File: src/rtl/alu_sequencer_if.sv
// Instruction-side and datapath-control signals of the ALU sequencer.
// EXEC is sampled only while BUSY is low, so BUSY is the not-ready indication.
interface alu_sequencer_if #(parameter int N = 10);
  logic         EXEC;
  logic [N-1:0] INSTR;
  logic [3:0]   R_OUT;
  logic [3:0]   R_IN;
  logic         IMM_OUT;
  logic [1:0]   OP_MODE;
  logic [3:0]   FN;
  logic         AIN;
  logic         GIN;
  logic         GOUT;
  logic         BUSY;
  logic         DONE;
  logic         ILLEGAL;
  logic [2:0]   state_dbg;

  modport master (
    output EXEC, INSTR,
    input  R_OUT, R_IN, IMM_OUT, OP_MODE, FN, AIN, GIN, GOUT, BUSY, DONE, ILLEGAL, state_dbg
  );

  modport slave (
    input  EXEC, INSTR,
    output R_OUT, R_IN, IMM_OUT, OP_MODE, FN, AIN, GIN, GOUT, BUSY, DONE, ILLEGAL, state_dbg
  );
endinterface

File: src/rtl/alu_sequencer.sv
// Falling-edge control FSM that steps one instruction through the ALU and register file.
// All outputs are registered, decoded from the next state and next IR.
module alu_sequencer #(
  parameter int N = 10
) (
  input logic            CLKb,
  input logic            RST,
  alu_sequencer_if.slave bus
);

  typedef enum logic [2:0] {
    S_IDLE = 3'd0,
    S_T1   = 3'd1,
    S_T2   = 3'd2,
    S_T3   = 3'd3,
    S_FIN  = 3'd4
  } state_e;

  state_e       state_q, state_d;
  logic [N-1:0] ir_q, ir_d;
  logic         flag_q, flag_d;

  logic [3:0] r_out_q, r_out_d;
  logic [3:0] r_in_q, r_in_d;
  logic       imm_out_q, imm_out_d;
  logic [1:0] op_mode_q, op_mode_d;
  logic [3:0] fn_q, fn_d;
  logic       ain_q, ain_d;
  logic       gin_q, gin_d;
  logic       gout_q, gout_d;
  logic       busy_q, busy_d;
  logic       done_q, done_d;
  logic       illegal_q, illegal_d;

  logic [1:0] c_mode, n_mode, n_rx, n_ry;
  logic [3:0] c_fn, n_fn;
  logic       c_legal, n_legal;

  assign c_mode  = ir_q[9:8];
  assign c_fn    = ir_q[3:0];
  assign c_legal = (c_fn >= 4'd2) && (c_fn <= 4'd11);

  always_comb begin
    state_d = state_q;
    ir_d    = ir_q;
    flag_d  = flag_q;
    case (state_q)
      S_IDLE: begin
        if (bus.EXEC) begin
          ir_d    = bus.INSTR;
          state_d = S_T1;
        end
      end
      S_T1: begin
        if (c_mode == 2'b01) begin
          state_d = S_FIN;
        end else if (c_mode == 2'b00 && !c_legal) begin
          flag_d  = 1'b1;
          state_d = S_FIN;
        end else begin
          state_d = S_T2;
        end
      end
      S_T2:    state_d = S_T3;
      S_T3:    state_d = S_FIN;
      S_FIN: begin
        flag_d  = 1'b0;
        state_d = S_IDLE;
      end
      default: state_d = S_IDLE;
    endcase
  end

  // Decoding the upcoming state lets the outputs be flops yet line up with the state.
  assign n_mode  = ir_d[9:8];
  assign n_rx    = ir_d[7:6];
  assign n_ry    = ir_d[5:4];
  assign n_fn    = ir_d[3:0];
  assign n_legal = (n_fn >= 4'd2) && (n_fn <= 4'd11);

  always_comb begin
    r_out_d   = 4'b0000;
    r_in_d    = 4'b0000;
    imm_out_d = 1'b0;
    ain_d     = 1'b0;
    gin_d     = 1'b0;
    gout_d    = 1'b0;
    done_d    = 1'b0;
    illegal_d = 1'b0;
    busy_d    = (state_d != S_IDLE);
    op_mode_d = n_mode;
    fn_d      = (n_mode == 2'b00) ? n_fn : 4'b0000;
    case (state_d)
      S_T1: begin
        if (n_mode == 2'b01) begin
          r_out_d = 4'b0001 << n_ry;
          r_in_d  = 4'b0001 << n_rx;
        end else if (!(n_mode == 2'b00 && !n_legal)) begin
          r_out_d = 4'b0001 << n_rx;
          ain_d   = 1'b1;
        end
      end
      S_T2: begin
        if (n_mode == 2'b00) r_out_d = 4'b0001 << n_ry;
        else                 imm_out_d = 1'b1;
        gin_d = 1'b1;
      end
      S_T3: begin
        gout_d = 1'b1;
        r_in_d = 4'b0001 << n_rx;
      end
      S_FIN: begin
        done_d    = 1'b1;
        illegal_d = flag_d;
      end
      default: ;
    endcase
  end

  // Async reset clears R_IN at once, so an interrupted T3 never writes.
  always_ff @(negedge CLKb or posedge RST) begin
    if (RST) begin
      state_q   <= S_IDLE;
      ir_q      <= '0;
      flag_q    <= 1'b0;
      r_out_q   <= 4'b0000;
      r_in_q    <= 4'b0000;
      imm_out_q <= 1'b0;
      op_mode_q <= 2'b00;
      fn_q      <= 4'b0000;
      ain_q     <= 1'b0;
      gin_q     <= 1'b0;
      gout_q    <= 1'b0;
      busy_q    <= 1'b0;
      done_q    <= 1'b0;
      illegal_q <= 1'b0;
    end else begin
      state_q   <= state_d;
      ir_q      <= ir_d;
      flag_q    <= flag_d;
      r_out_q   <= r_out_d;
      r_in_q    <= r_in_d;
      imm_out_q <= imm_out_d;
      op_mode_q <= op_mode_d;
      fn_q      <= fn_d;
      ain_q     <= ain_d;
      gin_q     <= gin_d;
      gout_q    <= gout_d;
      busy_q    <= busy_d;
      done_q    <= done_d;
      illegal_q <= illegal_d;
    end
  end

  assign bus.R_OUT     = r_out_q;
  assign bus.R_IN      = r_in_q;
  assign bus.IMM_OUT   = imm_out_q;
  assign bus.OP_MODE   = op_mode_q;
  assign bus.FN        = fn_q;
  assign bus.AIN       = ain_q;
  assign bus.GIN       = gin_q;
  assign bus.GOUT      = gout_q;
  assign bus.BUSY      = busy_q;
  assign bus.DONE      = done_q;
  assign bus.ILLEGAL   = illegal_q;
  assign bus.state_dbg = state_q;

endmodule
File: src/flat_wrapper.sv
// flat-port wrapper written by rule: the top's interface ports become plain ports
module alu_sequencer_flat 
#(
  parameter int N = 10
)
  (CLKb, RST, bus_EXEC, bus_INSTR, bus_R_OUT, bus_R_IN, bus_IMM_OUT, bus_OP_MODE, bus_FN, bus_AIN, bus_GIN, bus_GOUT, bus_BUSY, bus_DONE, bus_ILLEGAL, bus_state_dbg);
  alu_sequencer_if #(.N(N)) bus_i ();
  input logic CLKb;
  input logic RST;
  input wire logic [$bits(bus_i.EXEC)-1:0] bus_EXEC;
  input wire logic [$bits(bus_i.INSTR)-1:0] bus_INSTR;
  output wire logic [$bits(bus_i.R_OUT)-1:0] bus_R_OUT;
  output wire logic [$bits(bus_i.R_IN)-1:0] bus_R_IN;
  output wire logic [$bits(bus_i.IMM_OUT)-1:0] bus_IMM_OUT;
  output wire logic [$bits(bus_i.OP_MODE)-1:0] bus_OP_MODE;
  output wire logic [$bits(bus_i.FN)-1:0] bus_FN;
  output wire logic [$bits(bus_i.AIN)-1:0] bus_AIN;
  output wire logic [$bits(bus_i.GIN)-1:0] bus_GIN;
  output wire logic [$bits(bus_i.GOUT)-1:0] bus_GOUT;
  output wire logic [$bits(bus_i.BUSY)-1:0] bus_BUSY;
  output wire logic [$bits(bus_i.DONE)-1:0] bus_DONE;
  output wire logic [$bits(bus_i.ILLEGAL)-1:0] bus_ILLEGAL;
  output wire logic [$bits(bus_i.state_dbg)-1:0] bus_state_dbg;
  assign bus_i.EXEC = bus_EXEC;
  assign bus_i.INSTR = bus_INSTR;
  assign bus_R_OUT = bus_i.R_OUT;
  assign bus_R_IN = bus_i.R_IN;
  assign bus_IMM_OUT = bus_i.IMM_OUT;
  assign bus_OP_MODE = bus_i.OP_MODE;
  assign bus_FN = bus_i.FN;
  assign bus_AIN = bus_i.AIN;
  assign bus_GIN = bus_i.GIN;
  assign bus_GOUT = bus_i.GOUT;
  assign bus_BUSY = bus_i.BUSY;
  assign bus_DONE = bus_i.DONE;
  assign bus_ILLEGAL = bus_i.ILLEGAL;
  assign bus_state_dbg = bus_i.state_dbg;
  alu_sequencer #(.N(N)) u_core (.CLKb(CLKb), .RST(RST), .bus(bus_i));
endmodule
File: config.mk
export PLATFORM = sky130hd
export DESIGN_NAME = alu_sequencer_flat
export DESIGN_NICKNAME = d
export VERILOG_FILES = /design/src/rtl/alu_sequencer_if.sv /design/src/rtl/alu_sequencer.sv /design/src/flat_wrapper.sv
export SDC_FILE = /design/constraint.sdc
export NUM_CORES = 1
export LEC_CHECK = 0
export ABC_AREA = 0
export CELL_PAD_IN_SITES_DETAIL_PLACEMENT = 0
export CELL_PAD_IN_SITES_GLOBAL_PLACEMENT = 1
export CORE_UTILIZATION = 30
export DETAILED_ROUTE_END_ITERATION = 10
export HOLD_SLACK_MARGIN = 0.06
export PLACE_DENSITY_LB_ADDON = 0.1
export RECOVER_POWER = 25
export SLEW_MARGIN = 0
export SYNTH_ARGS = -nofsm -noshare
export SYNTH_HDL_FRONTEND = slang
export SYNTH_SLANG_ARGS = --single-unit
export TNS_END_PERCENT = 30
File: constraint.sdc
create_clock -name CLKb -period 1.7 [get_ports CLKb]
set_input_delay 0.17 -clock CLKb [delete_from_list [all_inputs] [get_ports CLKb]]
set_output_delay 0.17 -clock CLKb [all_outputs]
set_load 0.01 [all_outputs]
==> impl_results.md <==
* Outcome: finished with violations
* Failing checks: setup timing
* Post-synthesis compound-gate area fraction at 12.2%
* Die Y at 70.1 µm
* Setup CP Type: input pin to flop
* DR vias at 1215
* Mapped cell area at 1390 µm²
* Cell area after layout at 2100 µm²
* CP endpoint kind: flop
* Antenna violations before repair at 0
* Register area share after synthesis at 59.4%
* Die width at 70.1 µm
* DR iter-0 viols at 40
* Worst setup SP type: input pin
* Final ANT Viol Nets at 0
* Num CTS Buffers at 5
* Main combinational cell family by area after synthesis: simple AND/OR/NAND/NOR gates
* CP Data Required Time at 0.98 ns
* Global-route wire length before repair at 5720 µm
* Nets at 210
* Drt drc at 0
* CTS tree: done
* Std-Cell Core Area at 4410 µm²
* I/O Buffers at 36
* GRT Total Usage at 15.2%
* Hold WS at 0.439 ns
* Initial core utilization at 31.5%
* Ant. Diodes at 0
* Avg Cell Area, Syn at 10.5 µm²
* Dpl hpwl at 2360 µm
* Clk sinks at 33
* Post-synth net total at 145
* Area grow syn2layout at 51.1%
* Clock Path Buffers at 2
* Largest net degree at the start of global routing at 34
* Number of max-cap violations at 0
* Synth Area in Simple Gates at 20.1%
* Crit Path Max Fanout at 6
* Seq cells post-synth at 33
* Post-synthesis mux area share at 2.97%
* RSZ-0062 raised after global routing: yes
* Post-route insts no fill at 250
* Post-Synth XOR/XNOR Area at 0%
* Fin. max-slew vios at 0
* Worst Path Arrival at 1.14 ns
* Final setup fails at 45
* Slew @ Worst Pin at 0.440 ns
* Vias per cell at 4.86
* Placed cell area at 1970 µm²
* Global route overflow at 0
* Worst Skew at 0.00293 ns
* HP Class: flop to flop
* Fin. Hold Viols at 0
* Post-synthesis adder-cell area fraction at 0%
* Post-synthesis cell count at 132
* DP Cell Count at 236
* Netlist cell types at 32
* Clock latency at the later pin of the worst-skew pair at 0.29 ns
* Final WS setup at -0.163 ns
* # H-tree levels at 2
* # rows at 24
* Warnings from Yosys at 0
* Clock slew at the register clock pins of the worst setup and hold paths at 0.04 ns
* Final wirelength at 3590 µm
* Layout cells sized above 1 at 43.9%
* Drt first pass iters at 4
* Routability cong. at 0.864
* Vias in the first global route at 1196
* Finished Core Util at 47.6%
* Worst VDD drop at 679 µV
* Root buf cell: clkbuf_8
* Slew margin rel. at 70.7%
* Hold buffers post-CTS at 0
* WL/cell at 14.4 µm
* Power density cells at 1800 nW/µm²
* IO Pins at 37
* Die ar. at 4910 µm²
* Lkg Pwr at 1.06 nW
[critical path: stages]
cell     delay [ns]
buf_8          0.07
nor4b_4        0.19
buf_6          0.18
mux2i_4        0.28
or2_1          0.17
o32ai_2        0.08
[synthesized netlist by cell type]
cell / count / area [µm²]
nand3_1: 2 / 10.0
buf_4: 2 / 15.0
buf_2: 2 / 10.0
mux2_2: 1 / 11.3
nor3b_1: 1 / 7.51
and2_1: 2 / 12.5
a22o_1: 1 / 8.76
o32ai_1: 2 / 17.5
nand2_1: 24 / 90.1
nor4b_4: 1 / 23.8
nor3_1: 5 / 25.0
dfrtn_1: 33 / 826
nand2b_1: 1 / 6.26
or2_2: 1 / 6.26
inv_1: 10 / 37.5
and3b_1: 1 / 8.76
or4b_4: 1 / 13.8
nor4_1: 1 / 6.26
or2_1: 1 / 6.26
and4bb_2: 1 / 12.5
a21boi_0: 1 / 7.51
o31ai_1: 2 / 15.0
nor2_1: 10 / 37.5
o2111ai_1: 2 / 17.5
o21ai_0: 5 / 25.0
a41oi_1: 1 / 8.76
nand4_1: 2 / 12.5
a21oi_1: 9 / 45.0
mux2i_1: 3 / 30.0
o211a_1: 1 / 10.0
buf_6: 1 / 11.3
o211ai_1: 2 / 15.0
[worst paths after layout]
check | start | endpoint | slack, ns | cells past startpoint
worst max-delay path | bus_EXEC | u_core.bus.R_OUT[2]$_DFF_NP0_ | -0.16 | 6
min in group asynchronous | RST | u_core.ir_q[9]$_DFF_NP0_ | 1.19 | 3
worst max register to register | u_core.bus.state_dbg[0]$_DFF_NP0_ | u_core.bus.R_OUT[2]$_DFF_NP0_ | -0.08 | 7
worst min register to register | u_core.ir_q[0]$_DFF_NP0_ | u_core.ir_q[0]$_DFF_NP0_ | 0.44 | 2
worst min-delay path | u_core.ir_q[0]$_DFF_NP0_ | u_core.ir_q[0]$_DFF_NP0_ | 0.44 | 2
max in group asynchronous | RST | u_core.bus.R_OUT[3]$_DFF_NP0_ | 0.18 | 3
[placed cells by master, fill, tap and decap left out, types with 2 or more instances in the layout]
master / netlist / layout
o2111ai_1: 2 / 2
a21oi_1: 9 / 6
inv_1: 10 / 9
or4b_4: 1 / 2
clkdlybuf4s15_2: 0 / 2
nor3_1: 5 / 3
clkdlybuf4s50_1: 0 / 3
dlygate4sd2_1: 0 / 3
nor2_1: 10 / 8
buf_4: 2 / 23
clkdlybuf4s15_1: 0 / 2
dfrtn_1: 33 / 33
nand3_1: 2 / 2
nor3_2: 0 / 2
buf_6: 1 / 2
nand4_1: 2 / 2
buf_2: 2 / 24
o211ai_1: 2 / 2
nand2_1: 24 / 20
o21ai_0: 5 / 4
clkbuf_8: 0 / 7
o32ai_2: 0 / 2
nor2_2: 0 / 2
a21oi_2: 0 / 2
nand2_2: 0 / 4
[layer usage]
layer / global-route usage (%) / vias to the layer above / wire length [µm]
li1: - / 588 / -
met1: 19.6 / 583 / 1610
met2: 24.4 / 40 / 1750
met3: 4.47 / 4 / 181
met4: 5.33 / 0 / 50
met5: 0 / - / 0
[cells by family after synthesis]
logic type / count (synthesis)
and+or+nand+nor: 54
DFF: 33
AOI/OAI and AO/OA: 26
buffers and inverters: 15
muxes: 4
[report_power, final]
group          switching, mW  internal (mW)  total [mW]
clock network          0.266          0.365       0.631
registers              0.136           1.13        1.27
logic                   1.04          0.842        1.89
total                   1.45           2.34        3.79
[layout make-up]
type                    instances  area, µm²
well taps                      52       65.1
inverters                      10       37.5
clock buffers                   7       96.3
flip-flops and latches         33        826
fillers                       423       2310
multi-input cells              85        624
clock inverters                 1       5.00
repair buffers                 62        447
[sequential cells by signal, indices dropped and copies added, names as in the netlist]
register              count
u_core.bus.FN             4
u_core.bus.R_OUT          4
u_core.ir_q              10
u_core.flag_q             1
u_core.bus.DONE           1
u_core.bus.ILLEGAL        1
u_core.bus.BUSY           1
u_core.bus.R_IN           4
u_core.bus.GOUT           1
u_core.bus.GIN            1
u_core.bus.state_dbg      3
u_core.bus.IMM_OUT        1
u_core.bus.AIN            1
[timing repair]
action | 4_1_cts | 5_1_grt
endpoints found under the setup margin | 49 | 46
buffers inserted | 4 | 1
gates cloned | 1 | 0
resized for setup | 138 | 3
pin swaps | 13 | 4
[metrics by stage]
stage	TNS (ns)	setup slack (ns)	total power, mW
floorplan	-5.83	-0.374	2.26
global placement	-25.42	-0.910	3.13
detailed placement	-25.44	-0.959	3.14
CTS	-4.13	-0.163	3.78
global route	-5.46	-0.189	4.03
finish	-4.19	-0.163	3.79
Power figures use the tool's default switching activity.
